### src/rtl/ncore_rst_seq.sv
// rtl/ncore_rst_seq.sv - reset synchronizer and staged reset-release sequencer
// Releases NUM_RST active-low resets in order, then waits for init_done with a timeout.
module ncore_rst_seq #(
  parameter int SYNC_STAGES  = 2,
  parameter int NUM_RST      = 4,
  parameter int STAGE_GAP    = 8,
  parameter int INIT_TIMEOUT = 1024
) (
  input  logic               clk_fr,
  input  logic               rst,
  input  logic               sw_rst_req,
  input  logic               init_done,
  output logic [NUM_RST-1:0] rst_out_n,
  output logic               seq_busy,
  output logic               seq_done,
  output logic               init_timeout,
  output logic [7:0]         seq_cnt
);

  localparam int GW = $clog2(STAGE_GAP + 1);
  localparam int TW = $clog2(INIT_TIMEOUT + 1);
  localparam int IW = $clog2(NUM_RST + 1);
  localparam logic [GW-1:0] GAP_LAST = GW'(STAGE_GAP - 1);
  localparam logic [TW-1:0] TMO_LAST = TW'(INIT_TIMEOUT - 1);
  localparam logic [IW-1:0] IDX_LAST = IW'(NUM_RST - 1);

  typedef enum logic [2:0] {
    RST_HOLD  = 3'd0,
    SW_HOLD   = 3'd1,
    RELEASE   = 3'd2,
    WAIT_INIT = 3'd3,
    DONE      = 3'd4,
    TIMEOUT   = 3'd5
  } state_t;

  state_t             state;
  state_t             state_nxt;
  logic [SYNC_STAGES-1:0] sync;
  logic [GW-1:0]      gap_cnt;
  logic [GW-1:0]      gap_nxt;
  logic [IW-1:0]      idx;
  logic [IW-1:0]      idx_nxt;
  logic [TW-1:0]      tmo_cnt;
  logic [TW-1:0]      tmo_nxt;
  logic [NUM_RST-1:0] rst_out_nxt;
  logic               busy_nxt;
  logic               done_nxt;
  logic               tmo_flag_nxt;
  logic [7:0]         cnt_nxt;
  logic               gap_hit;
  logic               last_rel;
  logic               tmo_hit;

  // Assertion clears the chain at once; deassertion ripples through SYNC_STAGES flops.
  always_ff @(posedge clk_fr or negedge rst) begin
    if (!rst) begin
      sync <= '0;
    end else begin
      sync <= {sync[SYNC_STAGES-2:0], 1'b1};
    end
  end

  assign gap_hit  = (gap_cnt == GAP_LAST);
  assign last_rel = gap_hit && (idx == IDX_LAST);
  assign tmo_hit  = (tmo_cnt == TMO_LAST);

  always_ff @(posedge clk_fr or negedge rst) begin
    if (!rst) begin
      state        <= RST_HOLD;
      gap_cnt      <= '0;
      idx          <= '0;
      tmo_cnt      <= '0;
      rst_out_n    <= '0;
      seq_busy     <= 1'b0;
      seq_done     <= 1'b0;
      init_timeout <= 1'b0;
      seq_cnt      <= '0;
    end else begin
      state        <= state_nxt;
      gap_cnt      <= gap_nxt;
      idx          <= idx_nxt;
      tmo_cnt      <= tmo_nxt;
      rst_out_n    <= rst_out_nxt;
      seq_busy     <= busy_nxt;
      seq_done     <= done_nxt;
      init_timeout <= tmo_flag_nxt;
      seq_cnt      <= cnt_nxt;
    end
  end

  always_comb begin
    state_nxt = state;
    case (state)
      RST_HOLD:  if (sync[SYNC_STAGES-1]) state_nxt = RELEASE;
      SW_HOLD:   if (gap_hit) state_nxt = RELEASE;
      RELEASE:   if (last_rel) state_nxt = WAIT_INIT;
      WAIT_INIT: begin
        // init_done wins a tie with the final timeout cycle.
        if (init_done)    state_nxt = DONE;
        else if (tmo_hit) state_nxt = TIMEOUT;
      end
      DONE, TIMEOUT: if (sw_rst_req) state_nxt = SW_HOLD;
      default:   state_nxt = RST_HOLD;
    endcase
  end

  always_comb begin
    gap_nxt      = gap_cnt;
    idx_nxt      = idx;
    tmo_nxt      = tmo_cnt;
    rst_out_nxt  = rst_out_n;
    done_nxt     = seq_done;
    tmo_flag_nxt = init_timeout;
    cnt_nxt      = seq_cnt;
    case (state)
      RST_HOLD: begin
        gap_nxt = '0;
        idx_nxt = '0;
      end
      SW_HOLD: begin
        gap_nxt = gap_hit ? '0 : gap_cnt + 1'b1;
      end
      RELEASE: begin
        if (gap_hit) begin
          for (int i = 0; i < NUM_RST; i++) begin
            if (idx == IW'(i)) rst_out_nxt[i] = 1'b1;
          end
          idx_nxt = idx + 1'b1;
          gap_nxt = '0;
          if (last_rel) tmo_nxt = '0;
        end else begin
          gap_nxt = gap_cnt + 1'b1;
        end
      end
      WAIT_INIT: begin
        if (init_done) begin
          done_nxt = 1'b1;
          cnt_nxt  = seq_cnt + 8'd1;
        end else if (tmo_hit) begin
          tmo_flag_nxt = 1'b1;
        end else begin
          tmo_nxt = tmo_cnt + 1'b1;
        end
      end
      DONE, TIMEOUT: begin
        if (sw_rst_req) begin
          rst_out_nxt  = '0;
          done_nxt     = 1'b0;
          tmo_flag_nxt = 1'b0;
          gap_nxt      = '0;
          idx_nxt      = '0;
        end
      end
      default: begin
      end
    endcase
  end

  assign busy_nxt = state_nxt inside {SW_HOLD, RELEASE, WAIT_INIT};

endmodule

### config.mk
export PLATFORM = sky130hd
export DESIGN_NAME = ncore_rst_seq
export DESIGN_NICKNAME = d
export VERILOG_FILES = /design/src/rtl/ncore_rst_seq.sv
export SDC_FILE = /design/constraint.sdc
export NUM_CORES = 1
export LEC_CHECK = 0
export BUFFER_PORTS_ARGS = -buffer_cell sky130_fd_sc_hd__buf_2
export CAP_MARGIN = 15
export CORE_ASPECT_RATIO = 0.9
export CORE_MARGIN = 4
export CORE_UTILIZATION = 50
export CTS_CLUSTER_SIZE = 10
export DETAILED_ROUTE_END_ITERATION = 10
export GPL_TIMING_DRIVEN = 0
export PLACE_DENSITY_LB_ADDON = 0.3
export SLEW_MARGIN = 20
export SYNTH_ARGS = -nofsm -noshare
export SYNTH_HDL_FRONTEND = slang
export SYNTH_SLANG_ARGS = --single-unit
### constraint.sdc
create_clock -name clk_fr -period 2 [get_ports clk_fr]
set_input_delay 0.4 -clock clk_fr [delete_from_list [all_inputs] [get_ports clk_fr]]
set_output_delay 0.4 -clock clk_fr [all_outputs]
set_load 0.05 [all_outputs]
==> results.md <==
* Setup clock skew after layout at 0.00740 ns
* Critical Path Sink Type: flop
* First-pass GRT wire length at 6390 µm
* Syn Inst Count at 188
* Synth warn at 0
* Row count at 21
* Synth Register Bits at 38
* Critical path class: flop to flop
* CTS Hold Buffers Added at 0
* Combinational group share of total power at 38.7%
* Area delta synth->final at 21.6%
* Post-synth EDFFs at 0
* Per-cell routed wire length at 14.4 µm
* Crit Path Max Fanout at 5
* Setup TNS at 0 ns
* Main flop type after synthesis: dfrtp_1
* Outcome: finished clean
* Worst-Skew Late Latency at 0.30 ns
* Highest clock rate at 0.511 GHz
* DIE HEIGHT at 66.8 µm
* Max Buffers Root-to-Sink at 2
* Distinct cells, synth at 50
* Worst endpoint data arrival time at 2.18 ns
* Max-slew violation count at 0
* Antenna-violating nets left at 0
* Switching share of power at 38.7%
* Fin crit period at 1.96 ns
* P_int at 1820 µW
* Period Utilization, post-route at 97.8%
* Slew @ Worst Pin at 0.822 ns
* Vias per cell at 5.63
* CTS tree: yes
* Core area at 0.00370 mm²
* Sequential fraction of the synthesis area at 49.5%
* Mapped Area at 0.00192 mm²
* Clock network fraction of design power at 22.2%
* Worst Hold Class: primary input to async pin
* Pre-antenna DRT Iters at 4
* Diode count at 0
* Mean Syn Cell Area at 10.2 µm²
* Final Setup Violations at 0
* Initial Utilization at 51.8%
* Hold slack at 0.191 ns
* Leakage power at 0.00105 µW
* Largest net degree at the start of global routing at 39
* Total Power at 2970 µW
* Worst EP required at 2.23 ns
* PwrDens at 1270 mW/mm²
* # Max-Cap Violations at 0
* Clock Pin Slew Worst Setup and Hold Paths at 0.08 ns
* Total CTS buffers at 5
* Hold Violations, Final at 0
* Psw at 1150 µW
* Buffers on Ports at 18
* Routability cong. at 0.820
* DRC at 0
* Final #Nets at 238
* Post-synthesis async set-or-reset flop share at 100%
* Filler cell count at 293
* GRT Resource Usage Total at 17.3%
* Relative slew slack at 45.2%
* Io pins at 19
* Worst VDD drop at 0.000722 V
* WL final at 3940 µm
* CP Launch Type: flop
* Vias at 1537
* Proportion of layout cells with a drive suffix above 1 at 26.4%
* Clock sink total at 38
* DR iter-0 viols at 87
* Full die area at 0.00490 mm²
* Overflow after GRT at 0
* H-tree Lvls at 2
* Initial antenna violation count at 0
* Post-Syn Nets at 200
* Die W at 73.3 µm
* Vias in the first global route at 1358
* Dpl hpwl at 2660 µm
* Crit. Startpoint: gap_cnt[1]
* Reg power frac at 39.1%
* Reg2reg start: gap_cnt[1]
* Clock root cell: clkbuf_8
synthesized netlist by cell type (2+ instances only):
| cell | count | area [µm²] |
|---|---|---|
| a21oi_1 | 13 | 65.1 |
| a22o_1 | 3 | 26.3 |
| and3_1 | 2 | 12.5 |
| buf_6 | 2 | 22.5 |
| clkbuf_1 | 2 | 7.51 |
| dfrtp_1 | 38 | 951 |
| ha_1 | 8 | 100 |
| inv_1 | 4 | 15.0 |
| inv_2 | 2 | 7.51 |
| mux2_2 | 2 | 22.5 |
| mux2i_1 | 3 | 30.0 |
| nand2_1 | 17 | 63.8 |
| nand2b_1 | 6 | 37.5 |
| nand3_1 | 9 | 45.0 |
| nand4_1 | 5 | 31.3 |
| nor2_1 | 15 | 56.3 |
| nor2b_1 | 2 | 12.5 |
| nor3_1 | 2 | 10.0 |
| o21ai_0 | 8 | 40.0 |
| o21ai_1 | 2 | 10.0 |
| o31ai_1 | 4 | 30.0 |
| o41ai_1 | 2 | 17.5 |
| or3_1 | 3 | 18.8 |
| or4_1 | 3 | 22.5 |
| xnor2_1 | 5 | 43.8 |
| xor2_1 | 2 | 17.5 |
repair_timing:
action	in CTS	in global routing
buffers inserted	6	6
pin swaps	2	8
gates cloned	1	0
setup endpoints to repair	8	7
resized for setup	2	13
endpoints found under the hold margin	0	0
state kept, by name, summed over array words and instances (netlist names):
signal,cells
init_timeout,1
gap_cnt,4
tmo_cnt,11
seq_done,1
rst_out_n,4
state,3
idx,3
sync,2
seq_busy,1
seq_cnt,8
layout by cell type (no fill, tap or decap), drive strengths merged, types with 4 or more instances in the layout:
master  count
a21oi      13
nand4       5
nand3       9
buf        34
o21ai      10
ha          8
clkbuf      7
xnor2       5
dfrtp      38
o31ai       4
nor2       17
inv         6
nand2      17
nand2b      6
worst paths after layout:
path,to,slack [ns],cells after the start
hold / removal,seq_cnt[5],0.19,1
hold reg to reg,sync[1],0.36,0
setup reg to reg,tmo_cnt[3],0.04,6
min in group clk_fr,state[2],0.35,2
max in group asynchronous,tmo_cnt[0],1.23,1
setup / recovery,tmo_cnt[3],0.04,6
final cells by class:
class / instances / area (µm²) / share of cell area (%)
clock inverter: 3 / 45.0 / 1.93
sequential: 38 / 953 / 40.8
inverter: 6 / 25.0 / 1.07
clock buffer: 5 / 68.8 / 2.95
buffer: 6 / 38.8 / 1.66
tap: 46 / 57.6 / 2.46
multi-input combinational: 139 / 967 / 41.4
timing repair buffer: 30 / 180 / 7.71
power by group through the flow:
stage,Combinational [µW],Sequential (µW),Clock [µW]
after floorplan,554,1360,0
after global placement,965,1170,0
after detailed placement,982,1170,0
after CTS,1070,1140,664
after global routing,1270,1190,712
final,1150,1160,658
through the flow:
stage,worst slack [ns],std cells,util [%],cell area (µm²)
3_3_place_gp,-0.171,252,55.8,2070
5_1_grt,-0.0238,273,63.1,2340
2_1_floorplan,0.0476,188,-,1920
6_report,0.0442,273,63.1,2340
4_1_cts,0.0151,267,60.7,2250
3_5_place_dp,-0.215,252,55.8,2070
layer usage:
metal	GRT usage, %	wire length, µm	vias up
met5	0	0	-
met4	5.43	63	0
met3	6.18	255	7
met2	24.1	1720	42
met1	24.8	1910	730
li1	-	-	758
critical path, cell delays in order (launching register included):
cell and delay (ns):
dfrtp_1 0.36, ha_2 0.20, nand2_2 0.07, o31a_1 0.25, o32a_4 0.34, or4_4 0.52, a21oi_2 0.14
logic make-up (layout without fill, tap and decap cells):
family	after synthesis	after routing	synth area share (%)
mux	5	5	2.74
buf+inv	12	50	3.19
flops	38	38	49.5
compound gates	40	40	14.0
other cells	1	1	0.195
simple gates	76	77	21.4
fa+ha+maj	9	9	5.73
xor+xnor	7	7	3.19
Power figures use the tool's default switching activity.
